**config.mk**
```make
export PLATFORM = sky130hd
export DESIGN_NAME = vec_vsetvl_unit
export DESIGN_NICKNAME = d
export VERILOG_FILES = /design/src/rtl/vec_vsetvl_unit_pkg.sv /design/src/rtl/vec_vlmax_calc.sv /design/src/rtl/vec_vsetvl_unit.sv
export SDC_FILE = /design/constraint.sdc
export NUM_CORES = 1
export LEC_CHECK = 0
export ABC_AREA = 0
export BUFFER_PORTS_ARGS = -buffer_cell sky130_fd_sc_hd__buf_2
export CELL_PAD_IN_SITES_DETAIL_PLACEMENT = 0
export CELL_PAD_IN_SITES_GLOBAL_PLACEMENT = 1
export CORE_MARGIN = 5
export CORE_UTILIZATION = 45
export DETAILED_ROUTE_END_ITERATION = 12
export GPL_TIMING_DRIVEN = 0
export PLACE_DENSITY = 0.82
export RECOVER_POWER = 100
export SYNTH_ARGS = -nofsm -noshare
export SYNTH_HDL_FRONTEND = slang
export SYNTH_SLANG_ARGS = --single-unit
```
**constraint.sdc**
```tcl
create_clock -name clk -period 5.9 [get_ports clk]
set_input_delay 1.18 -clock clk [delete_from_list [all_inputs] [get_ports clk]]
set_output_delay 1.18 -clock clk [all_outputs]
set_load 0.01 [all_outputs]
```
**src/rtl/vec_vsetvl_unit_pkg.sv**
```systemverilog
// Shared vector CSR definitions for the vsetvl unit: vtype layout, field encodings,
// request kinds and FSM states.
package vec_vsetvl_unit_pkg;

    localparam int unsigned XLEN = 32;
    localparam int unsigned VLEN = 512;
    localparam int unsigned ELEN = 64;

    typedef enum logic [2:0] {
        LMUL_1    = 3'b000,
        LMUL_2    = 3'b001,
        LMUL_4    = 3'b010,
        LMUL_8    = 3'b011,
        LMUL_RSVD = 3'b100,
        LMUL_F8   = 3'b101,
        LMUL_F4   = 3'b110,
        LMUL_F2   = 3'b111
    } vlmul_e;

    typedef enum logic [2:0] {
        SEW_8    = 3'b000,
        SEW_16   = 3'b001,
        SEW_32   = 3'b010,
        SEW_64   = 3'b011,
        SEW_RSV4 = 3'b100,
        SEW_RSV5 = 3'b101,
        SEW_RSV6 = 3'b110,
        SEW_RSV7 = 3'b111
    } vew_e;

    typedef struct packed {
        logic             vill;
        logic [XLEN-10:0] reserved;
        logic             vma;
        logic             vta;
        vew_e             vsew;
        vlmul_e           vlmul;
    } csr_vtype_s;

    typedef enum logic [1:0] {
        KIND_VSETVLI  = 2'd0,
        KIND_VSETIVLI = 2'd1,
        KIND_VSETVL   = 2'd2,
        KIND_RSVD     = 2'd3
    } req_kind_e;

    typedef enum logic [1:0] {
        ST_IDLE   = 2'd0,
        ST_CALC   = 2'd1,
        ST_COMMIT = 2'd2,
        ST_RESP   = 2'd3
    } vset_state_e;

endpackage

```
**src/rtl/vec_vlmax_calc.sv**
```systemverilog
// Combinational {vsew, vlmul} -> {vlmax, legal}. Fractional LMUL is legal only when
// VSET_FRAC_LMUL_EN is defined; otherwise mf8/mf4/mf2 are reported illegal.
module vec_vlmax_calc
    import vec_vsetvl_unit_pkg::*;
(
    input  logic [2:0]      vsew,
    input  logic [2:0]      vlmul,
    output logic [XLEN-1:0] vlmax,
    output logic            legal
);

    // VLEN/SEW with SEW = 8<<vsew, done as a shift
    logic [XLEN-1:0] base;
    assign base = XLEN'(VLEN / 8) >> vsew[1:0];

`ifdef VSET_FRAC_LMUL_EN
    logic [1:0]      frac_n;
    logic [XLEN-1:0] sew_bits;
    assign frac_n   = 2'(~vlmul[1:0]) + 2'd1;
    assign sew_bits = XLEN'(8) << vsew[1:0];
`endif

    always_comb begin
        vlmax = '0;
        legal = 1'b0;
        if (!vsew[2]) begin
            if (!vlmul[2]) begin
                legal = 1'b1;
                vlmax = base << vlmul[1:0];
            end
`ifdef VSET_FRAC_LMUL_EN
            else if (vlmul != 3'b100) begin
                if (sew_bits <= (XLEN'(ELEN) >> frac_n)) begin
                    legal = 1'b1;
                    vlmax = base >> frac_n;
                end
            end
`endif
        end
    end

endmodule

```
**src/rtl/vec_vsetvl_unit.sv**
```systemverilog
// vsetvli/vsetivli/vsetvl execution: IDLE -> CALC -> COMMIT -> RESP, one CSR write strobe
// per request. Optional fractional LMUL via VSET_FRAC_LMUL_EN (see vec_vlmax_calc).
module vec_vsetvl_unit
    import vec_vsetvl_unit_pkg::*;
(
    input  logic            clk,
    input  logic            n_rst,
    input  logic            req_valid_i,
    output logic            req_ready_o,
    input  logic [1:0]      req_kind_i,
    input  logic            rs1_is_x0_i,
    input  logic            rd_is_x0_i,
    input  logic [XLEN-1:0] avl_i,
    input  logic [XLEN-1:0] vtype_req_i,
    output logic [XLEN-1:0] vtype_o,
    output logic [XLEN-1:0] vl_o,
    output logic            csrwr_en_o,
    output logic            resp_valid_o,
    input  logic            resp_ready_i,
    output logic [XLEN-1:0] resp_vl_o
);

    vset_state_e     state_reg;
    req_kind_e       kind_reg;
    logic            rs1_is_x0_reg;
    logic            rd_is_x0_reg;
    logic [XLEN-1:0] avl_reg;
    logic [XLEN-2:0] vtype_req_reg;
    logic [XLEN-1:0] shadow_vl_reg;
    csr_vtype_s      vtype_reg;
    logic [XLEN-1:0] vl_reg;
    logic [XLEN-1:0] resp_vl_reg;
    logic            req_ready_reg;
    logic            csrwr_en_reg;
    logic            resp_valid_reg;

    logic [XLEN-1:0] vlmax_next;
    logic            calc_legal;
    logic            legal_next;
    logic [XLEN-1:0] avl_eff_next;
    logic [XLEN-1:0] vl_next;
    csr_vtype_s      vtype_next;

    vec_vlmax_calc u_vlmax_calc (
        .vsew  (vtype_req_reg[5:3]),
        .vlmul (vtype_req_reg[2:0]),
        .vlmax (vlmax_next),
        .legal (calc_legal)
    );

    assign legal_next = calc_legal && (vtype_req_reg[XLEN-2:8] == '0);

    always_comb begin
        avl_eff_next = avl_reg;
        if (kind_reg == KIND_VSETIVLI)
            avl_eff_next = {{(XLEN-5){1'b0}}, avl_reg[4:0]};
        else if (rs1_is_x0_reg && !rd_is_x0_reg)
            avl_eff_next = '1;
        else if (rs1_is_x0_reg)
            avl_eff_next = shadow_vl_reg;
    end

    always_comb begin
        vl_next    = '0;
        vtype_next = '0;
        if (legal_next) begin
            vl_next          = (avl_eff_next < vlmax_next) ? avl_eff_next : vlmax_next;
            vtype_next.vma   = vtype_req_reg[7];
            vtype_next.vta   = vtype_req_reg[6];
            vtype_next.vsew  = vew_e'(vtype_req_reg[5:3]);
            vtype_next.vlmul = vlmul_e'(vtype_req_reg[2:0]);
        end else begin
            vtype_next.vill  = 1'b1;
        end
    end

    always_ff @(posedge clk or negedge n_rst) begin
        if (!n_rst) begin
            state_reg      <= ST_IDLE;
            kind_reg       <= KIND_VSETVLI;
            rs1_is_x0_reg  <= 1'b0;
            rd_is_x0_reg   <= 1'b0;
            avl_reg        <= '0;
            vtype_req_reg  <= '0;
            shadow_vl_reg  <= '0;
            vtype_reg      <= '0;
            vtype_reg.vill <= 1'b1;
            vl_reg         <= '0;
            resp_vl_reg    <= '0;
            req_ready_reg  <= 1'b1;
            csrwr_en_reg   <= 1'b0;
            resp_valid_reg <= 1'b0;
        end else begin
            case (state_reg)
                ST_IDLE: begin
                    if (req_valid_i) begin
                        kind_reg      <= req_kind_e'(req_kind_i);
                        rs1_is_x0_reg <= rs1_is_x0_i;
                        rd_is_x0_reg  <= rd_is_x0_i;
                        avl_reg       <= avl_i;
                        vtype_req_reg <= vtype_req_i[XLEN-2:0];
                        req_ready_reg <= 1'b0;
                        state_reg     <= ST_CALC;
                    end
                end
                ST_CALC: begin
                    // CSR values are captured here so they are stable for the whole COMMIT cycle
                    vtype_reg    <= vtype_next;
                    vl_reg       <= vl_next;
                    csrwr_en_reg <= 1'b1;
                    state_reg    <= ST_COMMIT;
                end
                ST_COMMIT: begin
                    shadow_vl_reg  <= vl_reg;
                    resp_vl_reg    <= vl_reg;
                    csrwr_en_reg   <= 1'b0;
                    resp_valid_reg <= 1'b1;
                    state_reg      <= ST_RESP;
                end
                ST_RESP: begin
                    if (resp_ready_i) begin
                        resp_valid_reg <= 1'b0;
                        req_ready_reg  <= 1'b1;
                        state_reg      <= ST_IDLE;
                    end
                end
                default: state_reg <= ST_IDLE;
            endcase
        end
    end

    assign req_ready_o  = req_ready_reg;
    assign csrwr_en_o   = csrwr_en_reg;
    assign resp_valid_o = resp_valid_reg;
    assign resp_vl_o    = resp_vl_reg;
    assign vtype_o      = vtype_reg;
    assign vl_o         = vl_reg;

endmodule

```
==> results.toml <==
[hold_path]
hold_path_class = "flip-flop to flip-flop"
whs_path_depth = 2
worst_hold_startpoint = "vtype_req_reg[7]$_DFFE_PN0P_"
min_to = "vtype_o[7]$_DFFE_PN0N_"

[critical_path]
timing.rr.start = "rs1_is_x0_reg$_DFFE_PN0P_"
reg2regPathDepth = 12
cp_data_required_time_ns = 6.24
worst-endpoint-arrival_ns = 4.15
crit_path_end_kind = "flip-flop"
critical_path.reg2reg.endpoint = "vl_o[3]$_DFFE_PN0N_"
worst-setup-path-type = "flip-flop to flip-flop"
peak_fanout_along_the_critical_path = 10
crit_path_start = "rs1_is_x0_reg$_DFFE_PN0P_"
critical_path.startpoint_type = "flip-flop"
r2r_slack_ns = 2.09

[floorplanning]
dieArea_um2 = 16600
fp.dieH_um = 129
num_rows = 43
core_um2 = 13900
pin_count = 171
chipWidth_um = 129
initial_core_util_pct = 45.8

[drt]
route.antenna.remaining_nets = 0
num_vias = 4430
vias_per_cell = 5.04
drtIter0Drc = 209
wl_per_cell_um = 17.1
route.detailed.drc = 0
routed_wl_um = 15100
detailedRoute.firstPassIterationCount = 4

[synthesis]
syn_area_per_cell_um2 = 12.8
synth.cell_area_um2 = 6360
yosysSeqAreaShare_pct = 57.1
synth-edff-count = 0
ys_seq_elements = 145
synth_cells = 498
dominantRegCellSynth = "sky130_fd_sc_hd__dfrtp_1"
synthArstFlopShare_pct = 100
synth-warning-count = 0
yosys.cell_types.count = 45

[power]
finalPower_w = 0.00361
worst_ir_drop_vdd_mv = 0.239
power-per-cell-area_nw_per_um2 = 458
leakage_power_nw = 3.68

[clock_tree]
numCtsBuffers = 17
post_cts_buffers = 0
post_cts.resized_instances = 0
cts_buffer_depth = 2
htree_num_levels = 4
cts.reportedPaths.clkPinSlew_ns = 0.06
clk_latency_ns = 0.42
cts_tree = "done"
cts_sinks = 145
hold_buffers = 0
cts.root.buffer_cell = "sky130_fd_sc_hd__clkbuf_16"

[placement]
placedCellCount = 847
place.detailed.hpwl_um = 11300
number_of_port_buffers = 146
gp_routability_congestion = 0.814

[global_routing]
antenna_violations_before_repair = 0
grt_remaining_overflow = 0
globalRouteTotalUtil_pct = 19.0
grt_start_max_net_pins = 74
first_global_vias = 4829
grt_first_pass_wirelength_um = 24400

[run]
drv.max_cap_violation_count = 0

[cells_and_area]
diodes = 0
nets = 769
final_cell_count_no_fill = 879
drive_above_1_share_pct = 32.8
flow.area_growth_from_synthesis_pct = 23.8

[timing]
grt_setup_unrepaired = "no"
fin_setup_tns_ns = 0
max_freq_mhz = 262
timing.final.max_slew_violations = 0
worst_pin_slew_ns = 0.710
report.final.hold_viol_count = 0
timing.final.setup_violations = 0
finalWorstPathRequiredPeriod_ns = 3.81
post-route-period-util_pct = 64.6
maxSlewHeadroom_pct = 52.7
clock-skew-final_ns = 0.00670

[run_status]
outcome = "finished clean"
[per-stage QoR]
step,instance area [um2],hold slack [ns],util (%),worst slack (ns)
floorplan,6450,0.444,-,3.46
global placement,7400,0.458,53.3,1.72
detailed placement,7440,0.481,53.6,2.85
CTS,8010,0.497,57.7,2.91
global route,7880,0.509,56.7,1.70
finish,7880,0.492,56.7,2.09
[power by group]
part	switching (W)	internal (W)	leakage (nW)
Sequential	0.000144	0.00125	1.86
Clock	0.000395	0.000641	0.272
Combinational	0.000635	0.000545	1.55
Total	0.00117	0.00244	3.68
[layout by cell type (no fill, tap or decap), drive strengths merged, types with 2 or more instances in the layout]
cell      Yosys  final
o22ai        14     14
buf          28     97
nor2b        31     31
mux2         97     97
nor2         13     13
nand4         6      6
conb          1     23
mux2i         2      2
dfstp         2      2
and3          3      3
nand3         6      6
clkinv        0      4
nor4bb        2      2
nor4          5      5
inv          18     18
nor3         10     10
bufinv        0      2
nand2        21     21
clkbuf       18    118
o21ai        16     16
dfrtp       143    143
ha           11     11
o211ai        8      8
nor4b         2      2
and4bb        7      7
a21oi        12     12
clkinvlp      0      4
nand2b       10     10
[how the worst max path moves through the flow]
stage,end,slack [ns]
4_1_cts,vl_o[5]$_DFFE_PN0N_,2.91
5_1_grt,vl_o[3]$_DFFE_PN0N_,1.70
3_5_place_dp,vtype_req_reg[7]$_DFFE_PN0P_,2.85
2_1_floorplan,avl_reg[23]$_DFFE_PN0P_,3.46
6_report,vl_o[3]$_DFFE_PN0N_,2.09
3_3_place_gp,vtype_o[2]$_DFFE_PN0N_,1.72
[worst max-delay path, stage by stage (launching register included)]
cell and delay (ns):
sky130_fd_sc_hd__dfrtp_1 0.36, sky130_fd_sc_hd__clkbuf_1 0.42, sky130_fd_sc_hd__clkbuf_1 0.47, sky130_fd_sc_hd__nand2_1 0.28, sky130_fd_sc_hd__o22ai_1 0.21, sky130_fd_sc_hd__nor2_1 0.09, sky130_fd_sc_hd__ha_1 0.33, sky130_fd_sc_hd__a21oi_1 0.14
sky130_fd_sc_hd__o21a_1 0.15, sky130_fd_sc_hd__nand3b_1 0.10, sky130_fd_sc_hd__o2111ai_1 0.53, sky130_fd_sc_hd__nand3_1 0.40, sky130_fd_sc_hd__o211ai_2 0.25
[per-layer routing]
metal | vias up | GRT usage, % | routed length [um]
met5 | - | 0 | 0
met4 | 0 | 6.67 | 263
met3 | 18 | 4.77 | 1170
met2 | 148 | 32.4 | 7540
met1 | 2169 | 23.6 | 6110
li1 | 2095 | - | -
[cell usage after synthesis, types with 3 or more instances]
library cell                 n  share of area [%]
sky130_fd_sc_hd__nor2b_1    31                3.0
sky130_fd_sc_hd__inv_1      18                1.1
sky130_fd_sc_hd__o22ai_2     3               0.59
sky130_fd_sc_hd__ha_1       11                2.2
sky130_fd_sc_hd__buf_4      25                2.9
sky130_fd_sc_hd__mux2_2     97                 17
sky130_fd_sc_hd__nand2b_1   10               0.98
sky130_fd_sc_hd__nand4_1     6               0.59
sky130_fd_sc_hd__nor4_1      5               0.49
sky130_fd_sc_hd__o21ai_0    11               0.87
sky130_fd_sc_hd__and4bb_1    7                1.4
sky130_fd_sc_hd__o22ai_1    11                1.1
sky130_fd_sc_hd__nand3_1     5               0.39
sky130_fd_sc_hd__nor2_1     12               0.71
sky130_fd_sc_hd__nand2_1    21                1.2
sky130_fd_sc_hd__o21ai_1     4               0.31
sky130_fd_sc_hd__clkbuf_1   18                1.1
sky130_fd_sc_hd__dfrtp_1   143                 56
sky130_fd_sc_hd__nor3_1     10               0.79
sky130_fd_sc_hd__a21oi_1    12               0.94
sky130_fd_sc_hd__o211ai_1    7               0.83
sky130_fd_sc_hd__and3_1      3               0.29
[logic make-up (layout without fill, tap and decap cells)]
family	count (synthesis)	in the layout	share of synthesized area, %
flip-flops	145	145	57.1
AND/OR/NAND/NOR	119	119	11.3
multiplexers	99	99	17.5
buffers and inverters	64	243	5.41
AO/OA/AOI/OAI	59	59	6.55
adder cells (fa/ha/maj)	11	11	2.16
other	1	23	0.0589
[area by class of cell]
class,instances,area [um2]
inverters,18,67.6
fillers,1224,6010
clock buffers,22,464
well taps,180,225
plain buffers,46,274
multi-input cells,311,2430
flip-flops and latches,145,3630
repair buffers,147,669
clock inverters,10,110
Power figures use the tool's default switching activity.
